`src/rtl/pipe_adder.sv`:
```
// Segmented pipelined adder/subtractor: each stage adds one WIDTH/STAGES slice, with stall/flush.
// Define PIPE_ADDER_SAT_EN to add sat_i and clamp signed overflow to the nearest rail.
module pipe_adder #(
    parameter int unsigned WIDTH  = 32,
    parameter int unsigned STAGES = 2
) (
    input  logic             clk_i,
    input  logic             rst_i,
    input  logic             valid_i,
    input  logic [WIDTH-1:0] src1_i,
    input  logic [WIDTH-1:0] src2_i,
    input  logic             sub_i,
`ifdef PIPE_ADDER_SAT_EN
    input  logic             sat_i,
`endif
    input  logic             stall_i,
    input  logic             flush_i,
    output logic [WIDTH-1:0] sum_o,
    output logic             carry_o,
    output logic             ovf_o,
    output logic             valid_o
);
    localparam int unsigned SEG  = WIDTH / STAGES;
    localparam int unsigned LAST = STAGES - 1;

    logic [WIDTH-1:0]     src2_eff;
    logic [WIDTH-1:0]     a_in   [STAGES];
    logic [WIDTH-1:0]     b_in   [STAGES];
    logic [WIDTH-1:0]     s_in   [STAGES];
    logic                 c_in   [STAGES];
    logic                 v_in   [STAGES];
    logic [SEG:0]         seg_sum[STAGES];
    logic [WIDTH+SEG-1:0] s_cat  [STAGES];
    logic [WIDTH-1:0]     s_raw  [STAGES];
    logic [WIDTH-1:0]     s_d    [STAGES];
    logic [WIDTH-1:0]     a_q    [STAGES];
    logic [WIDTH-1:0]     b_q    [STAGES];
    logic [WIDTH-1:0]     s_q    [STAGES];
    logic                 c_q    [STAGES];
    logic                 v_q    [STAGES];
`ifdef PIPE_ADDER_SAT_EN
    logic                 sat_in [STAGES];
    logic                 sat_q  [STAGES];
`endif
    logic [WIDTH-1:0]     sum_last;
    logic                 a_msb;
    logic                 b_msb;
    logic                 s_msb;
    logic                 ovf_d;
    logic                 ovf_q;

    assign src2_eff = sub_i ? ~src2_i : src2_i;

    for (genvar k = 0; k < STAGES; k++) begin : g_stage
        if (k == 0) begin : g_src
            assign a_in[k] = src1_i;
            assign b_in[k] = src2_eff;
            assign s_in[k] = '0;
            assign c_in[k] = sub_i;
            assign v_in[k] = valid_i;
`ifdef PIPE_ADDER_SAT_EN
            assign sat_in[k] = sat_i;
`endif
        end else begin : g_src
            assign a_in[k] = a_q[k-1];
            assign b_in[k] = b_q[k-1];
            assign s_in[k] = s_q[k-1];
            assign c_in[k] = c_q[k-1];
            assign v_in[k] = v_q[k-1];
`ifdef PIPE_ADDER_SAT_EN
            assign sat_in[k] = sat_q[k-1];
`endif
        end

        assign seg_sum[k] = {1'b0, a_in[k][SEG-1:0]} + {1'b0, b_in[k][SEG-1:0]}
                          + {{SEG{1'b0}}, c_in[k]};
        // Operands shift down and finished slices shift in from the top, so the full sum
        // lands in place after the last stage.
        assign s_cat[k] = {seg_sum[k][SEG-1:0], s_in[k]};
        assign s_raw[k] = s_cat[k][WIDTH+SEG-1:SEG];

        if (k == LAST) begin : g_res
            assign s_d[k] = sum_last;
        end else begin : g_res
            assign s_d[k] = s_raw[k];
        end

        always_ff @(posedge clk_i or negedge rst_i) begin
            if (!rst_i) begin
                v_q[k] <= 1'b0;
                c_q[k] <= 1'b0;
                a_q[k] <= '0;
                b_q[k] <= '0;
                s_q[k] <= '0;
`ifdef PIPE_ADDER_SAT_EN
                sat_q[k] <= 1'b0;
`endif
            end else if (flush_i) begin
                v_q[k] <= 1'b0;
            end else if (!stall_i) begin
                v_q[k] <= v_in[k];
                if (v_in[k]) begin
                    c_q[k] <= seg_sum[k][SEG];
                    a_q[k] <= a_in[k] >> SEG;
                    b_q[k] <= b_in[k] >> SEG;
                    s_q[k] <= s_d[k];
`ifdef PIPE_ADDER_SAT_EN
                    sat_q[k] <= sat_in[k];
`endif
                end
            end
        end
    end

    assign a_msb = a_in[LAST][SEG-1];
    assign b_msb = b_in[LAST][SEG-1];
    assign s_msb = s_raw[LAST][WIDTH-1];

    always_comb begin
        ovf_d    = (a_msb == b_msb) && (s_msb != a_msb);
        sum_last = s_raw[LAST];
`ifdef PIPE_ADDER_SAT_EN
        // Overflow only happens with equal operand signs, so a_msb gives the direction.
        if (sat_in[LAST] && ovf_d) begin
            sum_last = a_msb ? {1'b1, {(WIDTH-1){1'b0}}} : {1'b0, {(WIDTH-1){1'b1}}};
        end
`endif
    end

    always_ff @(posedge clk_i or negedge rst_i) begin
        if (!rst_i) begin
            ovf_q <= 1'b0;
        end else if (!flush_i && !stall_i && v_in[LAST]) begin
            ovf_q <= ovf_d;
        end
    end

    assign sum_o   = s_q[LAST];
    assign carry_o = c_q[LAST];
    assign ovf_o   = ovf_q;
    assign valid_o = v_q[LAST];

endmodule

```
`config.mk`:
```
export PLATFORM = sky130hd
export DESIGN_NAME = pipe_adder
export DESIGN_NICKNAME = d
export VERILOG_FILES = /design/src/rtl/pipe_adder.sv
export SDC_FILE = /design/constraint.sdc
export NUM_CORES = 1
export LEC_CHECK = 0
export ABC_AREA = 0
export BUFFER_PORTS_ARGS = -buffer_cell sky130_fd_sc_hd__buf_2
export CAP_MARGIN = 20
export CORE_MARGIN = 1.5
export CORE_UTILIZATION = 50
export CTS_BUF_LIST = sky130_fd_sc_hd__clkbuf_8 sky130_fd_sc_hd__clkbuf_16
export CTS_CLUSTER_DIAMETER = 50
export DETAILED_ROUTE_END_ITERATION = 8
export GPL_TIMING_DRIVEN = 0
export HOLD_SLACK_MARGIN = 0.1
export PLACE_DENSITY = 0.84
export SYNTH_ARGS = -nofsm -noshare
export SYNTH_HDL_FRONTEND = slang
export SYNTH_SLANG_ARGS = --single-unit
```
`constraint.sdc`:
```
create_clock -name clk_i -period 7.7 [get_ports clk_i]
set_input_delay 1.54 -clock clk_i [delete_from_list [all_inputs] [get_ports clk_i]]
set_output_delay 1.54 -clock clk_i [all_outputs]
set_load 0.005 [all_outputs]
```
==> results.txt <==
The slew at the pin with the worst max-slew slack is slightly below 0.8 ns. Entering global routing, the biggest net connects ~60 pins. For this design, the slowest cell found on the critical path is sky130_fd_sc_hd__clkbuf_1.

The HPWL after detailed placement is about 9400 microns. The vias per cell came out at 5.44. The met1 global-route usage is 30.4%. The die boundary height is 102 microns. The worst setup path is launched from an input pin. The combinational family with the most area after synthesis is simple AND/OR/NAND/NOR gates. Across the VDD grid, the largest voltage drop is around 110 uV. The total track usage came out at between 20% and 30%. The number of enable flip-flop cells after synthesis came out at 0.

The number of setup violations in the final report came out at 0. The final period utilization is a little over half. Clock-pin slew was measured on the worst setup and hold paths at 0.09 ns. The initial core utilization is roughly 52%. The portion of synthesized area spent on multiplexers is less than 1%. The first-pass iteration count of the detailed router is 4. The setup path with the least slack is of type in -> reg. The area added between synthesis and finish came out at 19.9%. The netlist area before placement came out at between 4000 and 5000 sq um.

Summing over every cut layer, the via total after detailed routing is approximately 4,400. The maximum clock rate came out at about 0.25 GHz. The post-synth net total is 656. For this run the aggregate overflow at the end of global routing stands at 0. OpenSTA, run right after detailed placement, puts the worst setup slack at between 3 and 4 ns. Hold repair after CTS inserted 0 buffers. The flow ran to the end, and the final reports show no timing, DRC or antenna violations. In the synthesized netlist, the number of instances is ~550. The met2 demand-to-capacity share in global routing came out at around 43%. The number of buffer cells added on primary ports is ~100. The hold violation count in the final report is 0. The number of pins exceeding their max-slew limit in the final report is 0. In this run the deepest clock path goes through 2 buffers. The clock skew is 0.0147 ns. Summing the areas of all compound-gate instances in the mapped netlist gives between 10% and 20% of the synthesized area. The sum of negative setup slack is 0 ns. The leakage power came out at about 2.9 nW.

The I/O pin count is between 100 and 150. 0 antenna diodes ended up in the layout. Cells with a size suffix above 1 make up 18.0% of the layout. The average cell area after synthesis came out at between 8 and 9 sq um. The wire length per cell after detailed routing came out at 15.1 microns. Counting stages on the worst path, the most repeated cell is sky130_fd_sc_hd__clkbuf_1. In the final design database the tool counted approximately 770 nets.

After floorplanning, the core was sized to cover between 9000 and 10,000 sq um. The synthesized-area fraction occupied by adder cells came out at about 9%. Row generation in the floorplan step produced 35 rows.

The layer with the highest usage after global routing is met2. The worst-skew pair later-pin latency is about 0.35 ns. The routing usage on met3 is under 10%.

The post-route worst setup slack came out at between 3 and 4 ns. The die area is 10,400 sq um. Counting the fill cells in the layout gives a little over 800. The register bit total from synthesis is between 80 and 90. The classification of the worst-slack hold path is reg -> reg.

The max-capacitance violation count came out at 0. On the worst path, the slowest cell contributes a delay of approximately 0.56 ns. The basic-gate share of the synthesized area counting and, or, nand and nor cells came out at around 18%. The root buffer cell chosen for the clock tree is sky130_fd_sc_hd__clkbuf_8. The netlist uses 45 different library cells. The hold path startpoint is s_cat[25]$_DFFE_PN0P_. The post-synthesis share of cell area spent on xor and xnor gates is 8.62%. The number of gates resized after CTS was 0. The number of antenna violations at the first check in global routing is 0. The signal on the critical path passes through buf_2, clkbuf_1, xor2_1, ha_1, clkbuf_1, a21oi_1, o21ai_1, a211oi_1, a31oi_1, o21a_1, o41a_1. After detailed routing, the total wire length is ~12,000 microns. For this block, the initial DRC count from the detailed router was roughly 160. The first-pass GRT wire length came out at between 15,000 and 20,000 microns. Setup repair after global routing left no endpoint under its margin.

The yosys synthesis warning count is 0. The number of global-route vias before repair came out at 4,277. The headroom to the max-slew limit came out at about 46%. The sequential cells in the finished layout cover a total of 2130 sq um. The largest driver fanout on the critical path came out at 10.

The clock period minus final worst setup slack came out at 4.07 ns. The final weighted congestion in routability-driven placement came out at 0.898. The level count of the clock H-tree is 3. The worst register-to-register path begins at a_in[0]$_DFFE_PN0P_.

The worst path arrival time is approximately 4.3 ns. The commonest register cell after synthesis is sky130_fd_sc_hd__dfrtp_1. The TritonCTS buffer count is 9. The proportion of register bits with asynchronous set or reset after synthesis is between 90% and 100%.

Tracing the worst setup path back leads to its startpoint at sub_i. After detailed routing, the number of remaining DRC violations is 0. STA classifies the critical path endpoint as a register. The chip width came out at just over 100 microns. The areal power density over the cells came out at 268 nW/um^2. The clock net sink count came out at 85. TritonCTS built the clock tree. The remaining antenna violation count is 0. The post-synthesis sequential area ratio came out at ~44%.

In this run the post-CTS setup repair buffer count came out at 0. The required time reported for the critical path endpoint came out at 7.93 ns. The total area of multi-input combinational cells came out at between 2000 and 3000 sq um. The overall power after layout came out at ~0.0016 W.
## per-layer routing
layer  share of wire [%]  routed length [microns]
met1                  43                     5180
met2                  50                     6080
met3                 4.6                      560
met4                 2.1                      256
met5                   0                        0
## worst max-delay path, delay by kind of cell
family | cells | cell delay (ns)
buffers and inverters | 3 | 0.90
AO/OA/AOI/OAI | 6 | 1.42
adder cells (fa/ha/maj) | 1 | 0.24
XOR/XNOR | 1 | 0.21
## area by class of cell
type                            count  share of cell area, %
Multi-Input combinational cell    433                   44.8
Sequential cell                    85                   36.4
Timing Repair Buffer              104                   9.33
Tap cell                          129                   2.76
Clock inverter                      7                   2.37
Clock buffer                        9                   2.12
Buffer                             25                   1.63
Inverter                           10                  0.642
## cells in the mapped netlist, types with 2 or more instances
library cell,count,area (sq um)
sky130_fd_sc_hd__nand2_1,156,586
sky130_fd_sc_hd__dfrtp_1,85,2130
sky130_fd_sc_hd__o21ai_1,41,205
sky130_fd_sc_hd__ha_1,30,375
sky130_fd_sc_hd__a21oi_1,26,130
sky130_fd_sc_hd__xnor2_1,26,228
sky130_fd_sc_hd__xor2_1,22,193
sky130_fd_sc_hd__nor2_1,21,78.8
sky130_fd_sc_hd__clkbuf_1,20,75.1
sky130_fd_sc_hd__o211ai_1,11,82.6
sky130_fd_sc_hd__inv_1,10,37.5
sky130_fd_sc_hd__o21a_1,10,75.1
sky130_fd_sc_hd__o21ai_0,9,45.0
sky130_fd_sc_hd__nand3_1,8,40.0
sky130_fd_sc_hd__nor3_1,8,40.0
sky130_fd_sc_hd__a21o_1,7,52.6
sky130_fd_sc_hd__nand4_1,7,43.8
sky130_fd_sc_hd__a211oi_1,6,45.0
sky130_fd_sc_hd__a31oi_1,5,31.3
sky130_fd_sc_hd__and3_1,5,31.3
sky130_fd_sc_hd__o31ai_1,5,37.5
sky130_fd_sc_hd__buf_1,4,15.0
sky130_fd_sc_hd__fa_1,3,60.1
sky130_fd_sc_hd__mux2i_1,3,30.0
sky130_fd_sc_hd__a2111oi_0,2,17.5
sky130_fd_sc_hd__and2_1,2,12.5
sky130_fd_sc_hd__o21bai_1,2,15.0
sky130_fd_sc_hd__o31a_1,2,17.5
## cell families (layout without fill, tap and decap cells)
logic type / Yosys count / after routing
and+or+nand+nor: 216 / 216
AOI/OAI and AO/OA: 132 / 132
DFF: 85 / 85
xor gates and xnor gates: 48 / 48
buffers and inverters: 35 / 155
adders and majority gates: 33 / 33
muxes: 4 / 4
## sequential cells by signal, summed over array words and instances, names as in the netlist
signal and cells:
sum_o 32, ovf_o 1, v_in 1, valid_o 1
a_in 16, b_in 16, carry_o 1, s_cat 16
c_in 1
## per-stage QoR
step                cell area (sq um)  hold slack, ns  util (%)  std cells
floorplan                        4880           0.435         -        553
global placement                 5560           0.449      59.3        785
detailed placement               5590           0.451      59.6        786
CTS                              5850           0.470      62.4        802
global route                     5850           0.499      62.4        802
finish                           5850           0.468      62.4        802
## report_power, final
group	switching [W]	internal [W]
logic	0.000286	0.000233
clock network	0.000159	0.000248
registers	0.0000715	0.000568
total	0.000516	0.00105
## cell usage in the layout, fill, tap and decap left out, types with 8 or more instances in the layout
cell type	n
sky130_fd_sc_hd__a21oi_1	26
sky130_fd_sc_hd__nor2_1	21
sky130_fd_sc_hd__ha_1	30
sky130_fd_sc_hd__inv_1	12
sky130_fd_sc_hd__nand3_1	8
sky130_fd_sc_hd__buf_2	103
sky130_fd_sc_hd__dfrtp_1	85
sky130_fd_sc_hd__clkbuf_8	9
sky130_fd_sc_hd__xnor2_1	26
sky130_fd_sc_hd__o21a_1	10
sky130_fd_sc_hd__clkbuf_1	20
sky130_fd_sc_hd__nor3_1	8
sky130_fd_sc_hd__o21ai_0	9
sky130_fd_sc_hd__o21ai_1	41
sky130_fd_sc_hd__xor2_1	22
sky130_fd_sc_hd__nand2_1	156
sky130_fd_sc_hd__o211ai_1	11
## final timing paths
check                                  endpoint  slack [ns]  depth (start not counted)
max in group asynchronous  a_in[15]$_DFFE_PN0P_        6.01                          2
min                        sum_o[9]$_DFFE_PN0P_        0.47                          2
min reg2reg                sum_o[9]$_DFFE_PN0P_        0.47                          2
max                         c_in[0]$_DFFE_PN0P_        3.63                         11
min in group asynchronous   b_in[8]$_DFFE_PN0P_        1.09                          1
max reg2reg                 carry_o$_DFFE_PN0P_        4.66                          8
(Power assumes the default switching activity.)
